`src/rtl/btn_updown.sv`:
```
// Two debounced push-buttons (shared sample prescaler) drive an 8-bit
// wrapping up/down counter plus one-cycle press strobes.

module btn_debounce #(
  parameter int STABLE_N = 4
) (
  input  logic CLK,
  input  logic RST,
  input  logic i_tick,
  input  logic i_btn,
  output logic o_pulse
);

  typedef enum logic [1:0] {
    IDLE      = 2'd0,
    PRESS_CHK = 2'd1,
    HELD      = 2'd2,
    REL_CHK   = 2'd3
  } state_t;

  localparam logic [3:0] STABLE_LAST = 4'(STABLE_N);

  logic [1:0] r_sync;
  state_t     r_state;
  state_t     w_next_state;
  logic [3:0] r_cnt;
  logic [3:0] w_next_cnt;
  logic [3:0] w_cnt_inc;
  logic       w_s;
  logic       w_press;
  logic       r_pulse;

  assign w_s       = r_sync[1];
  assign w_cnt_inc = r_cnt + 4'd1;

  // NOTE: sequential state uses non-blocking assignments so every flop samples
  // pre-edge values; blocking here would collapse the synchronizer to one flop.
  always_ff @(posedge CLK or negedge RST) begin
    if (!RST) begin
      r_sync  <= 2'b00;
      r_state <= IDLE;
      r_cnt   <= 4'd0;
      r_pulse <= 1'b0;
    end else begin
      r_sync  <= {r_sync[0], i_btn};
      r_state <= w_next_state;
      r_cnt   <= w_next_cnt;
      r_pulse <= w_press;
    end
  end

  // NOTE: every output of this block gets a default first, so no path can
  // leave a value unassigned and infer a latch.
  always_comb begin
    w_next_state = r_state;
    w_next_cnt   = r_cnt;
    w_press      = 1'b0;
    if (i_tick) begin
      case (r_state)
        IDLE: begin
          if (w_s) begin
            w_next_state = PRESS_CHK;
            w_next_cnt   = 4'd1;
          end
        end
        PRESS_CHK: begin
          if (!w_s) begin
            w_next_state = IDLE;
            w_next_cnt   = 4'd0;
          end else if (w_cnt_inc == STABLE_LAST) begin
            w_next_state = HELD;
            w_next_cnt   = 4'd0;
            w_press      = 1'b1;
          end else begin
            w_next_cnt   = w_cnt_inc;
          end
        end
        HELD: begin
          if (!w_s) begin
            w_next_state = REL_CHK;
            w_next_cnt   = 4'd1;
          end
        end
        REL_CHK: begin
          if (w_s) begin
            w_next_state = HELD;
            w_next_cnt   = 4'd0;
          end else if (w_cnt_inc == STABLE_LAST) begin
            w_next_state = IDLE;
            w_next_cnt   = 4'd0;
          end else begin
            w_next_cnt   = w_cnt_inc;
          end
        end
        default: begin
          w_next_state = IDLE;
          w_next_cnt   = 4'd0;
        end
      endcase
    end
  end

  assign o_pulse = r_pulse;

endmodule

module btn_updown #(
  parameter int TICK_DIV = 1000000,
  parameter int STABLE_N = 4
) (
  input  logic       CLK,
  input  logic       RST,
  input  logic       BTN_UP,
  input  logic       BTN_DOWN,
  output logic [7:0] COUNT,
  output logic       UP_PULSE,
  output logic       DOWN_PULSE
);

  localparam logic [26:0] TICK_LAST = 27'(TICK_DIV - 1);

  logic [26:0] r_presc;
  logic        w_tick;
  logic [7:0]  r_count;
  logic        w_up_pulse;
  logic        w_down_pulse;

  assign w_tick = (r_presc == TICK_LAST);

  always_ff @(posedge CLK or negedge RST) begin
    if (!RST) begin
      r_presc <= 27'd0;
    end else if (w_tick) begin
      r_presc <= 27'd0;
    end else begin
      r_presc <= r_presc + 27'd1;
    end
  end

  btn_debounce #(.STABLE_N(STABLE_N)) u_up (
    .CLK     (CLK),
    .RST     (RST),
    .i_tick  (w_tick),
    .i_btn   (BTN_UP),
    .o_pulse (w_up_pulse)
  );

  btn_debounce #(.STABLE_N(STABLE_N)) u_down (
    .CLK     (CLK),
    .RST     (RST),
    .i_tick  (w_tick),
    .i_btn   (BTN_DOWN),
    .o_pulse (w_down_pulse)
  );

  // The count moves at the edge that closes a strobe cycle; simultaneous
  // up and down strobes cancel out.
  always_ff @(posedge CLK or negedge RST) begin
    if (!RST) begin
      r_count <= 8'h00;
    end else begin
      case ({w_up_pulse, w_down_pulse})
        2'b10:   r_count <= r_count + 8'd1;
        2'b01:   r_count <= r_count - 8'd1;
        default: r_count <= r_count;
      endcase
    end
  end

  assign COUNT      = r_count;
  assign UP_PULSE   = w_up_pulse;
  assign DOWN_PULSE = w_down_pulse;

endmodule

```
`config.mk`:
```
export PLATFORM = sky130hd
export DESIGN_NAME = btn_updown
export DESIGN_NICKNAME = d
export VERILOG_FILES = /design/src/rtl/btn_updown.sv
export SDC_FILE = /design/constraint.sdc
export NUM_CORES = 1
export LEC_CHECK = 0
export ABC_CLOCK_PERIOD_IN_PS = 2750
export BUFFER_PORTS_ARGS = -buffer_cell sky130_fd_sc_hd__clkbuf_2
export CORE_ASPECT_RATIO = 1.4
export CORE_MARGIN = 3
export CORE_UTILIZATION = 55
export CTS_CLUSTER_DIAMETER = 50
export DETAILED_ROUTE_END_ITERATION = 12
export PLACE_DENSITY = 0.83
export SLEW_MARGIN = 20
export SYNTH_ARGS = -nofsm -noshare
export SYNTH_HDL_FRONTEND = slang
export SYNTH_SLANG_ARGS = --single-unit
```
`constraint.sdc`:
```
create_clock -name CLK -period 2.75 [get_ports CLK]
set_input_delay 0.275 -clock CLK [delete_from_list [all_inputs] [get_ports CLK]]
set_output_delay 0.275 -clock CLK [all_outputs]
set_load 0.01 [all_outputs]
```
=== After elaboration in Yosys (flattened, before gate mapping) ===
Cells that the tools add are included.

* Bits in registers: 53
* Output and inout port bits: 10
* Logic and storage cells: 77

* Add/sub/neg operators: 5
* Eq/ne operators: 19
* Mux-type cells: 36
* Reduce and logical (&&, ||, !) cells: 7

{| class="wikitable"
|+ Operators with widths
! kind !! number
|-
| two-way mux 4 bit || 10
|-
| one-hot mux 4 bit (4 select lines) || 2
|-
| adder 27 x 1 -> 27 bit (second input constant) || 1
|-
| == test 27 x 20 -> 1 bit (second input constant) || 1
|-
| two-way mux 27 bit || 1
|-
| two-way mux 2 bit || 12
|-
| one-hot mux 2 bit (4 select lines) || 2
|-
| one-hot mux 8 bit (2 select lines) || 1
|-
| == test 2 bit (second input constant) || 5
|-
| AND reduction 5 bit || 2
|-
| adder 4 x 1 -> 4 bit (second input constant) || 2
|-
| adder 8 x 1 -> 8 bit (second input constant) || 1
|-
| == test 4 x 3 -> 1 bit (second input constant) || 2
|-
| two-way mux 1 bit || 8
|-
| subtractor 8 x 1 -> 8 bit (second input constant) || 1
|-
| == test 2 x 1 -> 1 bit (second input constant) || 3
|-
| != test 3 x 1 -> 1 bit (second input constant) || 2
|-
| != test 3 bit (second input constant) || 2
|-
| AND reduction 3 bit || 2
|-
| logical NOT 2 bit || 2
|-
| != test 2 x 1 -> 1 bit (second input constant) || 2
|-
| != test 2 bit (second input constant) || 2
|-
| nonzero test 2 bit || 1
|}

=== Logic depth before layout (Yosys ltp) ===
Gate-level depths: netlist (run 1).

* Depth after elaboration: 6
* Gate-level depth with buffers: 9
* Mapped depth without buffers: 9

=== Modules after synthesis ===
A second synthesis (run 1) with hierarchy kept.

* Cells, all modules: 274
* Area, all modules: 2808.9 sq um

{| class="wikitable"
|+ Modules (own cells, without submodules)
! module !! times used !! cells each !! area each (sq um) !! sequential area each (sq um)
|-
| btn_updown || 1 || 186 || 1875.5 || 875.8
|-
| btn_debounce || 2 || 44 || 466.7 || 225.2
|}

=== Worst setup path before layout (run 1) ===
No wires, ideal clock.

* Path kind: reg2reg
* Start: register u_up.r_pulse (netlist: u_up.o_pulse)
* End: register r_count[7] (netlist: COUNT[7])
* Setup time: 0.136 ns
* Data arrival time: 2.459 ns
* Setup slack: 0.154 ns
* Stages on the path, launching flop included: 9
* Buffers on the path: 0
* Cell sequence: dfrtp_1 > inv_1 > ha_1 > ha_1 > a211oi_1 > o21ai_0 > a2111oi_0 > nor4b_1 > or3b_2

* Longest elaborated chain between the ends: 2
* Elaborated cells between the ends (all ways): 4

{| class="wikitable"
|+ RTL lines
! element !! RTL line !! RTL
|-
| start: declaration || 31 || <nowiki>logic r_pulse;</nowiki>
|-
| start signal: assignment || 48 || <nowiki>r_pulse <= w_press;</nowiki>
|-
| == test 2 x 1 -> 1 bit / == test 2 bit (equally long branches) || 162 || <nowiki>case ({w_up_pulse, w_down_pulse})</nowiki>
|-
| one-hot mux 8 bit (2 select lines) / nonzero test 2 bit (equally long branches) || - ||
|-
| end signal: assignment || 163 || <nowiki>2'b10: r_count <= r_count + 8'd1;</nowiki>
|-
| end signal: assignment || 164 || <nowiki>2'b01: r_count <= r_count - 8'd1;</nowiki>
|-
| end signal: assignment || 165 || <nowiki>default: r_count <= r_count;</nowiki>
|-
| end: declaration || 124 || <nowiki>logic [7:0] r_count;</nowiki>
|}

Several ways; a longest one is shown, not always the timed one.
A chain may end at the register's enable or synchronous reset.

=== Worst setup path in the final report (run 1) ===
Same ends and word-level chain as after synthesis.

==> results of run 1 <==
state kept, by name, summed over array words and instances (netlist names), named ones only:
register and count:
r_presc 27, u_down.r_sync 2, u_up.r_cnt 4, u_down.r_cnt 4, u_down.r_state 1, u_up.r_sync 2
u_up.r_state 1, COUNT 8, u_down.o_pulse 1, u_up.o_pulse 1
through the flow:
step,utilization (%),area [sq um]
2_1_floorplan,-,2760
3_3_place_gp,62.3,2920
3_5_place_dp,62.3,2920
4_1_cts,64.5,3020
5_1_grt,64.6,3030
6_report,64.6,3030
logic make-up (layout without fill, tap and decap cells):
family / Yosys count / after routing / synth area share (%)
buffers and inverters: 13 / 35 / 2.09
adders and majority gates: 13 / 13 / 6.17
muxes: 3 / 3 / 1.18
xor gates and xnor gates: 29 / 29 / 9.21
DFF: 53 / 53 / 48.1
AOI/OAI and AO/OA: 46 / 46 / 11.0
and+or+nand+nor: 107 / 107 / 22.2
worst reg2reg max path, stage by stage (launching register included):
cell and delay [ns]:
sky130_fd_sc_hd__dfrtp_1 0.38, sky130_fd_sc_hd__inv_1 0.06, sky130_fd_sc_hd__ha_1 0.26, sky130_fd_sc_hd__ha_1 0.29, sky130_fd_sc_hd__a211oi_1 0.29, sky130_fd_sc_hd__o21ai_0 0.20, sky130_fd_sc_hd__a2111oi_2 0.39, sky130_fd_sc_hd__nor4b_1 0.09
sky130_fd_sc_hd__or3b_2 0.44
cell type report:
cell class                 count  area (sq um)  area share (%)
clock inverter                 1          5.00           0.165
multi-input combinational    198          1380            45.6
inverter                       8          30.0           0.993
sequential                    53          1330            43.8
tap                           62          77.6            2.56
clock buffer                   7          96.3            3.18
timing repair buffer          19           110            3.64
where the power goes:
| part | leakage (nW) | switching, mW | total, mW | internal [mW] |
|---|---|---|---|---|
| combinational | 0.612 | 0.0158 | 0.0200 | 0.00417 |
| sequential | 0.717 | 0.00172 | 0.783 | 0.782 |
| clock | 0.0542 | 0.242 | 0.470 | 0.228 |
final timing paths:
path	from	endpoint	slack [ns]
setup reg to reg	u_up.o_pulse	COUNT[7]	0.23
min in group CLK	BTN_UP	u_up.r_sync[0]	0.07
hold reg to reg	u_down.r_sync[0]	u_down.r_sync[1]	0.35
setup / recovery	u_up.o_pulse	COUNT[7]	0.23
max in group asynchronous	RST	asynchronous set/reset pin	2.05
hold / removal	RST	COUNT[7]	0.02
Yosys cell counts, drive strengths merged (3+ instances only):
cell type	count
and3	4
nor4b	5
o21ai	18
nand4	7
a31oi	3
buf	3
a32o	4
nor3b	4
nand2b	8
a211oi	4
nand3	19
nor2	16
a21oi	5
inv	8
ha	12
and2	5
xnor2	18
dfrtp	53
or2	4
nor3	7
nand2	17
xor2	11
what timing repair did:
action / in CTS / in global routing
gates resized for setup: 0 / 2
endpoints found under the hold margin: 0 / 0
endpoints found under the setup margin: 0 / 1
hold buffers: 0 / 0
metal layers:
layer  part of all wire (%)  GRT usage (%)  up-vias
met5                      0              0        -
li1                       -              -      987
met2                     52           31.4       20
met1                     43           22.2      992
met4                    2.3           7.79        0
met3                    2.7           4.49       10
==> impl_metrics.tcl, run 1 <==
set metrics [dict create \
    critPathMaxFanout 6 \
    wl_per_cell_microns 14.0 \
    unrepaired_setup_endpoints_after_global_routing "no" \
    synth_area_per_cell_sq_um 10.4 \
    achievable-frequency_ghz 0.397 \
    placement.io_buffers 13 \
    layout.filler_cells 370 \
    cts-buffers-inserted 5 \
    crit_required_ns 2.94 \
    timing.critical_path.slowest_cell_delay_ns 0.44 \
    syn_inst 264 \
    detailroute.via_count 2009 \
    cts_htree_levels 2 \
    cts_post_setup_buffers_inserted 0 \
    timing.final.crit_period_ns 2.52 \
    worst_path_most_repeated_cell "sky130_fd_sc_hd__ha_1" \
    number_of_global_route_vias_before_repair 2017 \
    asyncSetResetFlopFracSynth_pct 100 \
    path_cells "inv_1, ha_1, ha_1, a211oi_1, o21ai_0, a2111oi_2, nor4b_1, or3b_2" \
    synth-edff-count 0 \
    antennaDiodeCount 0 \
    most_area_hungry_cell_type_in_the_yosys_netlist "sky130_fd_sc_hd__dfrtp_1" \
    worst-r2r-cell-count 8 \
    seq_area_frac_synth_pct 48.1 \
    ctsRootBufferMaster "sky130_fd_sc_hd__clkbuf_8" \
    post-layout-total-power_mw 1.27 \
    setup.worst_path.start_class "flip-flop" \
    clock_sinks 53 \
    start_util_pct 58.9 \
    finalClockSkew_ns 0.00570 \
    io_pins 14 \
    final_nets 302 \
    yosysTopAreaCellShare_pct 48.1 \
    hold-worst-slack_ns 0.0215 \
    core-area_sq_mm 0.00468 \
    power.density_mw_per_mm2 421 \
    critPathCaptureType "flip-flop" \
    die_height_microns 89.8 \
    synth_area_leaders "sky130_fd_sc_hd__dfrtp_1, sky130_fd_sc_hd__xnor2_1, sky130_fd_sc_hd__ha_1" \
    final_layout_size_suffix_gt1_share_pct 13.3 \
    pre_cts_ws_ns 0.0533 \
    startpoint_to_endpoint_class_of_the_critical_path "reg -> reg" \
    crit_path_top_delay_cell "sky130_fd_sc_hd__or3b_2" \
    commonest_cells_after_routing_fill_and_taps_aside "sky130_fd_sc_hd__dfrtp_1, sky130_fd_sc_hd__nand3_1, sky130_fd_sc_hd__xnor2_1, sky130_fd_sc_hd__nand2_1, sky130_fd_sc_hd__nor2_1" \
    synth.ff_latch_count 53 \
    cts_tree "built" \
    net_count_synth 281 \
    crit_buf_inv 1 \
    grt_antenna_before_repair 0 \
    final.setup.worst_slack_ns 0.230 \
    die_area_sq_mm 0.00591 \
    areaGrowthSynthToFinish_pct 9.71 \
    p_leak_nw 1.38 \
    finalCritPeriodShare_pct 91.6 \
    setup_viol 0 \
    timing.max_slew.rel_slack_pct 48.9 \
    post_synth_instance_area_sq_mm 0.00276 \
    worst_pin_slew_ns 0.767 \
    routabilityCongestion 0.823 \
    antenna_violating_nets_post_route 0 \
    placedCellCount 340 \
    instances_no_fill 348 \
    max-clock-path-buffers 2 \
    ys.flop_type "sky130_fd_sc_hd__dfrtp_1" \
    timing_max_transition_violations_final 0 \
    first_pass_grt_wire_length_microns 8660 \
    finalHoldViolCount 0 \
    grt_util_all_layers_pct 18.6 \
    dr.pass1.iters 4 \
    global_route_total_overflow 0 \
    routed_wl_microns 4880 \
    yosysUniqueCellTypes 51 \
    grt_start_max_net_pins 34 \
    row_count 29 \
    worst_path_dominant_cell_family "compound AO/OA/AOI/OAI gates" \
    dp_hpwl_microns 3590 \
    cp_num_cells 8 \
    path_category_of_the_worst_min_delay_check "in -> async" \
    viasPerCell 5.77 \
    final.setup.tns_ns 0 \
    worstSkewPairLatency_ns 0.31 \
    max_cap_viol_count 0 \
    die_x_extent_microns 65.8 \
    peakVddDrop_mv 0.363 \
    mostFrequentLayoutCell "sky130_fd_sc_hd__dfrtp_1" \
    clk_pin_slew_ns 0.09 \
    crit_arrival_ns 2.71 \
    first_iter_violations 85 \
    run_status "finished clean" \
    ys_warn_count 0 \
    post-route-drc-count 0 \
]
(Power assumes the default switching activity.)
==> run 2, diff against run 1 <==
--- a/config.mk
+++ b/config.mk
@@ -9,10 +9,10 @@
 export BUFFER_PORTS_ARGS = -buffer_cell sky130_fd_sc_hd__clkbuf_2
 export CORE_ASPECT_RATIO = 1.4
 export CORE_MARGIN = 3
-export CORE_UTILIZATION = 55
+export CORE_UTILIZATION = 25
 export CTS_CLUSTER_DIAMETER = 50
 export DETAILED_ROUTE_END_ITERATION = 12
-export PLACE_DENSITY = 0.83
+export PLACE_DENSITY = 0.49
 export SLEW_MARGIN = 20
 export SYNTH_ARGS = -nofsm -noshare
 export SYNTH_HDL_FRONTEND = slang
==> run 2 against run 1 <==
  * Register-to-register slack better by 0.02 ns
  * Sequential power is essentially flat
  * Core utilization is 34 points lower
  * Final cell count is 22% higher
  * Die area increased by 110%
  * Largest power group is now the clock network
==> impl_metrics.tcl, run 2 (same netlist as run 1, synthesis figures left out) <==
set metrics [dict create \
    crit_required_ns 2.91 \
    path_category_of_the_worst_min_delay_check "in -> reg" \
    max-clock-path-buffers 2 \
    grt_start_max_net_pins 54 \
    io_pins 14 \
    areaGrowthSynthToFinish_pct 16.7 \
    grt_util_all_layers_pct 9.78 \
    path_cells "inv_1, ha_1, ha_1, a211oi_1, o21ai_0, a2111oi_2, nor4b_1, or3b_2" \
    hold_crit_endpoint "u_up.r_sync[0]" \
    timing.rr.start "u_up.o_pulse" \
    dr.pass1.iters 4 \
    cts_hold_buf 0 \
    grt_antenna_before_repair 0 \
    peakVddDrop_mv 0.235 \
    finalClockSkew_ns 0.00420 \
    final.setup.tns_ns 0 \
    timing_max_transition_violations_final 0 \
    achievable-frequency_ghz 0.400 \
    flip_flop_count_of_the_largest_register_after_layout 27 \
    finalCritPeriodShare_pct 90.8 \
    p_leak_nw 1.43 \
    cts_htree_levels 2 \
    start_util_pct 26.1 \
    routabilityCongestion 0.766 \
    crit_path_top_delay_cell "sky130_fd_sc_hd__a2111oi_2" \
    wl_per_cell_microns 13.0 \
    layout.filler_cells 1125 \
    worst-r2r-cell-count 8 \
    mostFrequentLayoutCell "sky130_fd_sc_hd__dfrtp_1" \
    die_area_sq_mm 0.0123 \
    critPathMaxFanout 3 \
    finalHoldViolCount 0 \
    post-route-cell-area_sq_mm 0.00322 \
    timing.max_slew.rel_slack_pct 54.0 \
    first_iter_violations 101 \
    dp_hpwl_microns 3890 \
    placement.io_buffers 13 \
    final.setup.worst_slack_ns 0.252 \
    placed_cell_area_sq_mm 0.00302 \
    die_height_microns 130 \
    cts-buffers-inserted 5 \
    pre_cts_ws_ns 0.183 \
    regToRegEndpoint "COUNT[7]" \
    global_route_total_overflow 0 \
    worst_path_most_repeated_cell "sky130_fd_sc_hd__ha_1" \
    cp-startpoint "u_up.o_pulse" \
    max_cap_viol_count 0 \
    sequential_cell_area_sq_mm 0.00133 \
    power.density_mw_per_mm2 499 \
    worst_path_dominant_cell_family "compound AO/OA/AOI/OAI gates" \
    antennaDiodeCount 0 \
    ctsRootBufferMaster "sky130_fd_sc_hd__clkbuf_16" \
    startpoint_to_endpoint_class_of_the_critical_path "reg -> reg" \
    setup_viol 0 \
    rrSetupSlack_ns 0.25 \
    unrepaired_setup_endpoints_after_global_routing "no" \
    viasPerCell 4.68 \
    run_status "finished clean" \
    commonest_cells_after_routing_fill_and_taps_aside "sky130_fd_sc_hd__dfrtp_1, sky130_fd_sc_hd__nand3_1, sky130_fd_sc_hd__xnor2_1, sky130_fd_sc_hd__nand2_1, sky130_fd_sc_hd__nor2_1" \
    row_count 44 \
    first_pass_grt_wire_length_microns 9540 \
    number_of_global_route_vias_before_repair 2038 \
    worstHoldPathCells 1 \
    crit_buf_inv 1 \
    worstSkewPairLatency_ns 0.29 \
    critPathCaptureType "flip-flop" \
    routed_wl_microns 5510 \
    detailroute.via_count 1987 \
    final_layout_size_suffix_gt1_share_pct 13.6 \
    timing.final.crit_period_ns 2.50 \
    multi_input_area_sq_mm 0.00138 \
    antenna_violating_nets_post_route 0 \
    setup.worst_path.start_class "flip-flop" \
    regMostFlops "r_presc" \
    hold_path_startpoint "BTN_UP" \
    timing.critical_path.slowest_cell_delay_ns 0.45 \
    worst_pin_slew_ns 0.690 \
    cts_tree "built" \
    core-area_sq_mm 0.0106 \
    final_nets 303 \
    die_x_extent_microns 94.8 \
    clock_sinks 53 \
    crit_arrival_ns 2.66 \
    clk_pin_slew_ns 0.07 \
    post-route-drc-count 0 \
]
[run 2: cell types whose count changed in the layout (fill, tap and decap cells not counted)]
cell,change
sky130_fd_sc_hd__clkbuf_8,-7
sky130_fd_sc_hd__bufinv_16,+2
sky130_fd_sc_hd__buf_4,+1
sky130_fd_sc_hd__clkbuf_16,+5
[run 2: worst max-delay path by stage]
stage | end | slack [ns] | depth (start not counted)
floorplan | COUNT[7] | 0.15 | 8
global placement | COUNT[7] | 0.25 | 8
detailed placement | COUNT[7] | 0.18 | 8
CTS | COUNT[7] | 0.15 | 8
global route | COUNT[7] | 0.03 | 8
finish | COUNT[7] | 0.25 | 8
[run 2: cell type report]
class                      instances  area share (%)
clock buffer                       5            3.89
clock inverter                     3            2.02
inverter                           8           0.933
multi-input combinational        198            42.9
sequential                        53            41.2
tap                              138            5.37
timing repair buffer              20            3.66
[run 2: stage by stage]
step	total power, mW	std cells	hold slack, ns	util [%]
2_1_floorplan	0.800	264	-0.0206	-
5_1_grt	1.67	425	0.0766	30.4
3_5_place_dp	0.822	417	0.346	28.6
3_3_place_gp	0.821	417	0.338	28.6
6_report	1.61	425	0.0880	30.4
4_1_cts	1.64	425	0.0769	30.4
[run 2: layer usage]
layer | global-route usage (%) | wire length (microns) | share of wire (%)
met1 | 11.2 | 2420 | 44
met2 | 17.4 | 2850 | 52
met3 | 2.31 | 159 | 2.9
met4 | 3.82 | 83 | 1.5
met5 | 0 | 0 | 0
[run 2: what timing repair did]
item | 4_1_cts | 5_1_grt
endpoints found under the setup margin | 0 | 1
resized for setup | 0 | 2
buffers inserted | 0 | 0
[run 2: report_power, final]
part,total [mW],internal (mW),switching [mW]
Combinational,0.0203,0.00328,0.0170
Sequential,0.784,0.782,0.00191
Clock,0.801,0.520,0.281
Total,1.61,1.31,0.300
